`src/rtl/jkff_bank_sequencer.sv`:
```
// Command-driven sequencer for a bank of JK flip-flops: LOAD, TOGGLE, COUNT, CLEAR.
// The bank is updated only through its J/K drives; WIDTH supports 2..8.
//
// state   | meaning
// --------+-----------------------------------------------------
// S_IDLE  | waiting for a command, cmd_ready high, J=K=0
// S_APPLY | single cycle of LOAD/TOGGLE/CLEAR drive on the bank
// S_COUNT | one synchronous up-count per cycle, r_steps counts down
// S_DONE  | one-cycle completion pulse, J=K=0
module jkff_bank_sequencer #(
    parameter int WIDTH = 4
) (
    input  logic             clk,
    input  logic             rst,
    input  logic             cmd_valid,
    output logic             cmd_ready,
    input  logic [1:0]       cmd_op,
    input  logic [WIDTH-1:0] cmd_data,
    input  logic [3:0]       cmd_steps,
    output logic [WIDTH-1:0] j_o,
    output logic [WIDTH-1:0] k_o,
    output logic [WIDTH-1:0] q,
    output logic [WIDTH-1:0] qb,
    output logic             busy,
    output logic             done
);

    typedef enum logic [1:0] {
        S_IDLE  = 2'd0,
        S_APPLY = 2'd1,
        S_COUNT = 2'd2,
        S_DONE  = 2'd3
    } state_t;

    localparam logic [1:0] OP_LOAD   = 2'b00;
    localparam logic [1:0] OP_TOGGLE = 2'b01;
    localparam logic [1:0] OP_COUNT  = 2'b10;
    localparam logic [1:0] OP_CLEAR  = 2'b11;

    state_t           r_state;
    state_t           w_state_nxt;
    logic [1:0]       r_op;
    logic [WIDTH-1:0] r_data;
    logic [3:0]       r_steps;
    logic [WIDTH-1:0] r_q;
    logic [WIDTH-1:0] w_j;
    logic [WIDTH-1:0] w_k;
    logic [WIDTH-1:0] w_carry;
    logic             w_accept;

    assign w_accept = (r_state == S_IDLE) && cmd_valid;

    // Bit i toggles on an increment when every lower bit is already one.
    always_comb begin
        logic v_all_ones;
        v_all_ones = 1'b1;
        w_carry    = '0;
        for (int i = 0; i < WIDTH; i++) begin
            w_carry[i] = v_all_ones;
            v_all_ones = v_all_ones & r_q[i];
        end
    end

    always_comb begin
        w_state_nxt = r_state;
        w_j         = '0;
        w_k         = '0;
        case (r_state)
            S_IDLE: begin
                if (cmd_valid) begin
                    if (cmd_op == OP_COUNT) begin
                        w_state_nxt = (cmd_steps == 4'd0) ? S_DONE : S_COUNT;
                    end else begin
                        w_state_nxt = S_APPLY;
                    end
                end
            end
            S_APPLY: begin
                case (r_op)
                    OP_LOAD: begin
                        w_j = r_data;
                        w_k = ~r_data;
                    end
                    OP_TOGGLE: begin
                        w_j = r_data;
                        w_k = r_data;
                    end
                    OP_CLEAR: begin
                        w_k = '1;
                    end
                    default: begin
                    end
                endcase
                w_state_nxt = S_DONE;
            end
            S_COUNT: begin
                w_j = w_carry;
                w_k = w_carry;
                if (r_steps == 4'd1) begin
                    w_state_nxt = S_DONE;
                end
            end
            S_DONE: begin
                w_state_nxt = S_IDLE;
            end
            default: begin
                w_state_nxt = S_IDLE;
            end
        endcase
    end

    always_ff @(posedge clk or negedge rst) begin
        if (!rst) begin
            r_state <= S_IDLE;
        end else begin
            r_state <= w_state_nxt;
        end
    end

    always_ff @(posedge clk or negedge rst) begin
        if (!rst) begin
            r_q     <= '0;
            r_op    <= OP_LOAD;
            r_data  <= '0;
            r_steps <= '0;
        end else begin
            r_q <= (w_j & ~r_q) | (~w_k & r_q);
            if (w_accept) begin
                r_op    <= cmd_op;
                r_data  <= cmd_data;
                r_steps <= cmd_steps;
            end else if (r_state == S_COUNT) begin
                r_steps <= r_steps - 4'd1;
            end
        end
    end

    assign j_o       = w_j;
    assign k_o       = w_k;
    assign q         = r_q;
    assign qb        = ~r_q;
    assign cmd_ready = (r_state == S_IDLE);
    assign busy      = (r_state != S_IDLE);
    assign done      = (r_state == S_DONE);

endmodule
```
`config.mk`:
```
export PLATFORM = sky130hd
export DESIGN_NAME = jkff_bank_sequencer
export DESIGN_NICKNAME = d
export VERILOG_FILES = /design/src/rtl/jkff_bank_sequencer.sv
export SDC_FILE = /design/constraint.sdc
export NUM_CORES = 1
export LEC_CHECK = 0
export CORE_UTILIZATION = 46
export CTS_CLUSTER_SIZE = 14
export DETAILED_ROUTE_END_ITERATION = 6
export PLACE_DENSITY = 0.79
export SYNTH_ARGS = -nofsm -noshare
export SYNTH_HDL_FRONTEND = slang
export SYNTH_SLANG_ARGS = --single-unit
```
`constraint.sdc`:
```
create_clock -name clk -period 2.1 [get_ports clk]
set_input_delay 0.315 -clock clk [delete_from_list [all_inputs] [get_ports clk]]
set_output_delay 0.315 -clock clk [all_outputs]
set_load 0.03 [all_outputs]
```
==> reports/qor.txt, run 1 <==
outcome -> completed
Arr. time, crit path -> 1760 ps
standard-cell row count -> 16
sw frac -> 0.471
R2R depth -> 5
relative slew slack -> 0.686
Die Width -> 49.5 um
Initial Util -> 0.507
Ant. Diodes -> 0
Pins Over Slew Limit -> 0
Final period util -> 0.990
antenna violation net count after detailed routing -> 0
DRT iter0 DRCs -> 16
crit end category -> output port
IO Count -> 32
syn nets -> 125
CTS tree -> built
first-pass GRT wire length -> 3400 um
Fmax -> 481 MHz
VDD IR max -> 1.16 mV
final net count -> 164
clk sinks -> 16
Clk pwr share -> 0.064
area post-placement -> 1360 um2
die area -> 2450 um2
sequential share of power -> 0.256
Detailed Route WL -> 2080 um
Cell Pwr Density -> 1760 nW/um2
vias -> 892
Mean Syn Cell Area -> 9.87 um2
WS Path Type -> flip-flop to output port
largest net degree at the start of global routing -> 15
share of layout cells above drive strength 1 -> 0.261
DP Cell Count -> 161
die height -> 49.5 um
post-synthesis sequential area ratio -> 0.386
Worst Path Max Fanout -> 4
Final Setup Violations -> 0
# DRC -> 0
Synth top area share -> 0.386
Hold Fails Final Rpt -> 0
hold_ws -> 306 ps
H-tree depth -> 1
P_leak -> 0.000669 uW
vias in the first global route -> 802
number of I/O port buffers -> 31
Top FF cell, synth -> dfrtp_1
Reg2Reg Setup Slack -> 400 ps
ys async rst share -> 1.00
max incr delay on CP -> 470 ps
P_sw -> 1210 uW
first-pass iteration count of the detailed router -> 4
initial antenna violation count -> 0
Yosys top cell by area -> dfrtp_1
top cells by area, synth -> dfrtp_1 (39%), mux2_2 (8.7%), ha_1 (8.5%)
gpl congestion -> 0.854
Cell Chain, Critical Path -> inv_2 -> ha_1 -> or4b_4 -> a31oi_4 -> buf_6
fin util -> 0.713
Top delay family on crit path -> simple AND/OR/NAND/NOR gates
CP Buf/Inv Count -> 2
logic gate share of total power -> 0.680
clk_lat worst skew -> 290 ps
max-cap violations -> 0
Worst Hold Class -> input pin to async pin
DR vias/cell -> 5.28
Worst-Margin Slew -> 469 ps
reg2reg start -> r_steps[1]
RSZ-0062 raised after global routing -> true
Worst-path clk slew -> 90 ps
shortest period the worst path allows -> 2080 ps
total gr overflow -> 0
Cell Area, Synth -> 1040 um2
Syn Inst Count -> 105
synth warn -> 0
total CTS buffers -> 3
DR WL/cell -> 12.3 um
gr usage total -> 0.186
clk root buf -> clkbuf_4
CP max stage cell -> or4b_4
CP required -> 1780 ps
fin cells -> 169
DP HPWL -> 1610 um
r2r endpoint -> r_state[1]
crit start category -> flip-flop
Area growth, synth to finish -> 40.5%
core area -> 2040 um2
Yosys cell types -> 37
Worst Clk Skew -> 2.28 ps
Post-synth EDFFs -> 0
Longest Clk Path Bufs -> 2
Design Area, Final -> 1460 um2
P_int -> 1360 uW
number of synthesized register bits -> 16
[cells by family after synthesis]
logic type               after synthesis  synth area share
AO/OA/AOI/OAI                         25             0.165
XOR/XNOR                               3            0.0254
adder cells (fa/ha/maj)                7            0.0845
buffers and inverters                 19            0.0773
flip-flops                            16             0.386
multiplexers                          11             0.116
AND/OR/NAND/NOR                       24             0.145
[synth_stat cells, types with 2 or more instances]
master and number:
a21oi_1 7, and3b_1 2, clkbuf_1 4, dfrtp_1 16, ha_1 7, inv_1 13, mux2_2 8, mux2i_1 3
nand2_1 4, nand3b_1 3, nor2_1 5, nor4b_1 2, o21a_1 2, o21ai_0 5, xnor2_1 2
[layout make-up]
cell class              instances  area [um2]
multi-input cells              70         586
repair buffers                 40         364
clock buffers                   3        22.5
well taps                      27        33.8
flip-flops and latches         16         400
inverters                      13        48.8
fillers                       161         587
[registers in the layout, indices dropped and copies added, names as in the netlist]
signal   flops
q            4
r_data       4
r_steps      4
r_op         2
r_state      2
[through the flow]
step | setup TNS, ps | total power (uW) | setup slack (ps)
CTS | 0 | 2460 | 10.9
global placement | 0 | 2230 | 308
finish | 0 | 2570 | 21.6
floorplan | 0 | 1750 | 148
global route | -131 | 2760 | -57.5
detailed placement | 0 | 2260 | 276
[power groups by stage]
stage / clock (uW) / combinational [uW] / sequential (uW)
detailed placement: 0 / 1600 / 658
CTS: 170 / 1640 / 650
finish: 165 / 1750 / 657
floorplan: 0 / 1080 / 667
global placement: 0 / 1580 / 647
global route: 185 / 1890 / 686
[metal layers]
metal | GRT usage | up-vias | share of wire
met1 | 0.245 | 405 | 0.51
met4 | 0.0714 | 0 | 0.016
met3 | 0.0401 | 5 | 0.053
li1 | - | 447 | -
met2 | 0.299 | 35 | 0.42
met5 | 0 | - | 0
[cell usage in the layout (no fill, tap or decap), drive strengths merged, types with 4 or more instances in the layout]
| cell type | Yosys | layout |
|---|---|---|
| nand2 | 4 | 4 |
| mux2 | 8 | 8 |
| nor2 | 5 | 5 |
| o21ai | 5 | 5 |
| dfrtp | 16 | 16 |
| ha | 7 | 7 |
| clkdlybuf4s50 | 0 | 22 |
| inv | 13 | 13 |
| a21oi | 7 | 7 |
| buf | 2 | 17 |
[worst max path at each step]
stage                     from     end  slack (ps)  cells past startpoint
floorplan           r_state[0]    q[1]         150                      6
global placement    r_state[1]  k_o[3]         310                      5
detailed placement  r_state[1]  k_o[3]         280                      5
CTS                 r_state[0]  j_o[3]          10                      6
global route        r_state[1]  k_o[3]         -60                      5
finish              r_state[1]  k_o[3]          20                      5
[repair_timing]
action	CTS	global route
buffers inserted	0	5
setup endpoints to repair	4	8
hold buffers	0	0
gates resized for setup	5	7
pin swaps	1	2
Power figures use the tool's default switching activity.
==> run 2: changes to the inputs <==
--- a/config.mk
+++ b/config.mk
@@ -5,10 +5,11 @@
 export SDC_FILE = /design/constraint.sdc
 export NUM_CORES = 1
 export LEC_CHECK = 0
-export CORE_UTILIZATION = 46
+export CORE_UTILIZATION = 49
 export CTS_CLUSTER_SIZE = 14
 export DETAILED_ROUTE_END_ITERATION = 6
-export PLACE_DENSITY = 0.79
+export HOLD_SLACK_MARGIN = 0.15
+export PLACE_DENSITY = 0.83
 export SYNTH_ARGS = -nofsm -noshare
 export SYNTH_HDL_FRONTEND = slang
 export SYNTH_SLANG_ARGS = --single-unit
==> constraint.sdc (replaced) <==
create_clock -name clk -period 2.4 [get_ports clk]
set_input_delay 0.36 -clock clk [delete_from_list [all_inputs] [get_ports clk]]
set_output_delay 0.36 -clock clk [all_outputs]
set_load 0.03 [all_outputs]
==> run 2 against run 1 <==
Compared with the run above: global-route usage is 4.5 points higher; first-iteration DRC count is 44% lower; total power is 15% lower; worst hold slack better by 190 ps; design area is 3.8% lower; non-clock buffer count is 4 lower; clock-buffer cell count is 1 higher; largest power group unchanged.
==> reports/qor.txt, run 2 (synthesis results as in run 1) <==
initial antenna violation count -> 0
fin util -> 0.706
antenna violation net count after detailed routing -> 0
number of I/O port buffers -> 31
pre-CTS setup slack -> 63.7 ps
Arr. time, crit path -> 1980 ps
DR WL/cell -> 13.3 um
crit start category -> flip-flop
max-cap violations -> 0
Design Area, Final -> 1400 um2
setup slack after layout -> 63.3 ps
clk_lat worst skew -> 300 ps
P_leak -> 0.000658 uW
DR vias/cell -> 5.33
first-pass GRT wire length -> 3590 um
H-tree depth -> 1
Worst Path Max Fanout -> 8
Fmax -> 428 MHz
gpl congestion -> 0.848
shortest period the worst path allows -> 2340 ps
WS Path Type -> flip-flop to output port
DRT iter0 DRCs -> 9
gr usage total -> 0.232
area post-placement -> 1380 um2
Initial Util -> 0.523
die area -> 2300 um2
Area growth, synth to finish -> 35.1%
clk sinks -> 16
Pins Over Slew Limit -> 0
vias in the first global route -> 816
Ant. Diodes -> 0
Longest Clk Path Bufs -> 2
VDD IR max -> 1.04 mV
total CTS buffers -> 3
total power -> 2190 uW
Worst-path clk slew -> 90 ps
clk root buf -> clkbuf_4
Fillers -> 159
CTS tree -> built
standard-cell row count -> 16
share of layout cells above drive strength 1 -> 0.194
Hold Fails Final Rpt -> 0
Worst Clk Skew -> 5.23 ps
core area -> 1980 um2
Final period util -> 0.974
outcome -> completed
relative slew slack -> 0.510
CP required -> 2040 ps
most frequent cells in the layout -> clkdlybuf4s50_1 (23), dfrtp_1 (16), inv_1 (13), mux2_2 (8), a21oi_1 (7)
first-pass iteration count of the detailed router -> 4
commonest non-fill, non-tap cell in the layout -> clkdlybuf4s50_1
RSZ-0062 raised after global routing -> true
Worst Hold Class -> input pin to async pin
DP HPWL -> 1770 um
vias -> 885
total gr overflow -> 0
Final Setup Violations -> 0
largest net degree at the start of global routing -> 17
# DRC -> 0
Worst-Margin Slew -> 733 ps
Detailed Route WL -> 2220 um
final net count -> 160
crit end category -> output port
hold_ws -> 492 ps
Die Width -> 48.0 um
IO Count -> 32
Cell Pwr Density -> 1560 nW/um2
die height -> 48.0 um
==> run 2: final timing paths <==
path | start | end | slack (ps) | cells after the start
setup / recovery | r_state[1] | k_o[3] | 60 | 5
hold / removal | rst | q[0] | 490 | 1
setup reg to reg | r_state[0] | r_steps[3] | 650 | 6
hold reg to reg | q[3] | q[3] | 500 | 1
max in group asynchronous | rst | r_steps[1] | 1450 | 1
min in group clk | q[3] | q[3] | 500 | 1
==> run 2: per-layer routing <==
layer	up-vias	wire [um]	GRT usage
met5	-	0	0
met4	0	40	0.100
met3	5	105	0.0340
met2	36	1160	0.432
met1	401	913	0.257
li1	443	-	-
==> run 2: critical path: stages, from the launching register on <==
cell and delay (ps):
dfrtp_1 430, inv_1 120, ha_2 260, or4b_4 480, a31oi_2 210, buf_4 190
==> run 2: metrics by stage <==
stage	TNS, ps	std cells
final	0	166
after global routing	-46.9	166
after CTS	0	166
after detailed placement	0	162
after global placement	0	162
after floorplan	0	105
==> run 2: area by class of cell <==
cell class                      count  area [um2]  share of cell area
Sequential cell                    16         400               0.286
Tap cell                           27        33.8              0.0241
Clock buffer                        4        36.3              0.0259
Multi-Input combinational cell     70         558               0.399
Timing Repair Buffer               36         323               0.231
Inverter                           13        48.8              0.0349
==> run 2: timing repair <==
item,CTS,global route
setup endpoints to repair,8,6
resized for setup,8,10
setup buffers,0,0
hold buffers,0,0
pin swaps,0,0
==> run 2: report_power, final <==
| part | switching [uW] | total, uW | internal [uW] |
|---|---|---|---|
| logic | 822 | 1460 | 642 |
| registers | 132 | 544 | 411 |
| clock network | 87.1 | 180 | 92.6 |
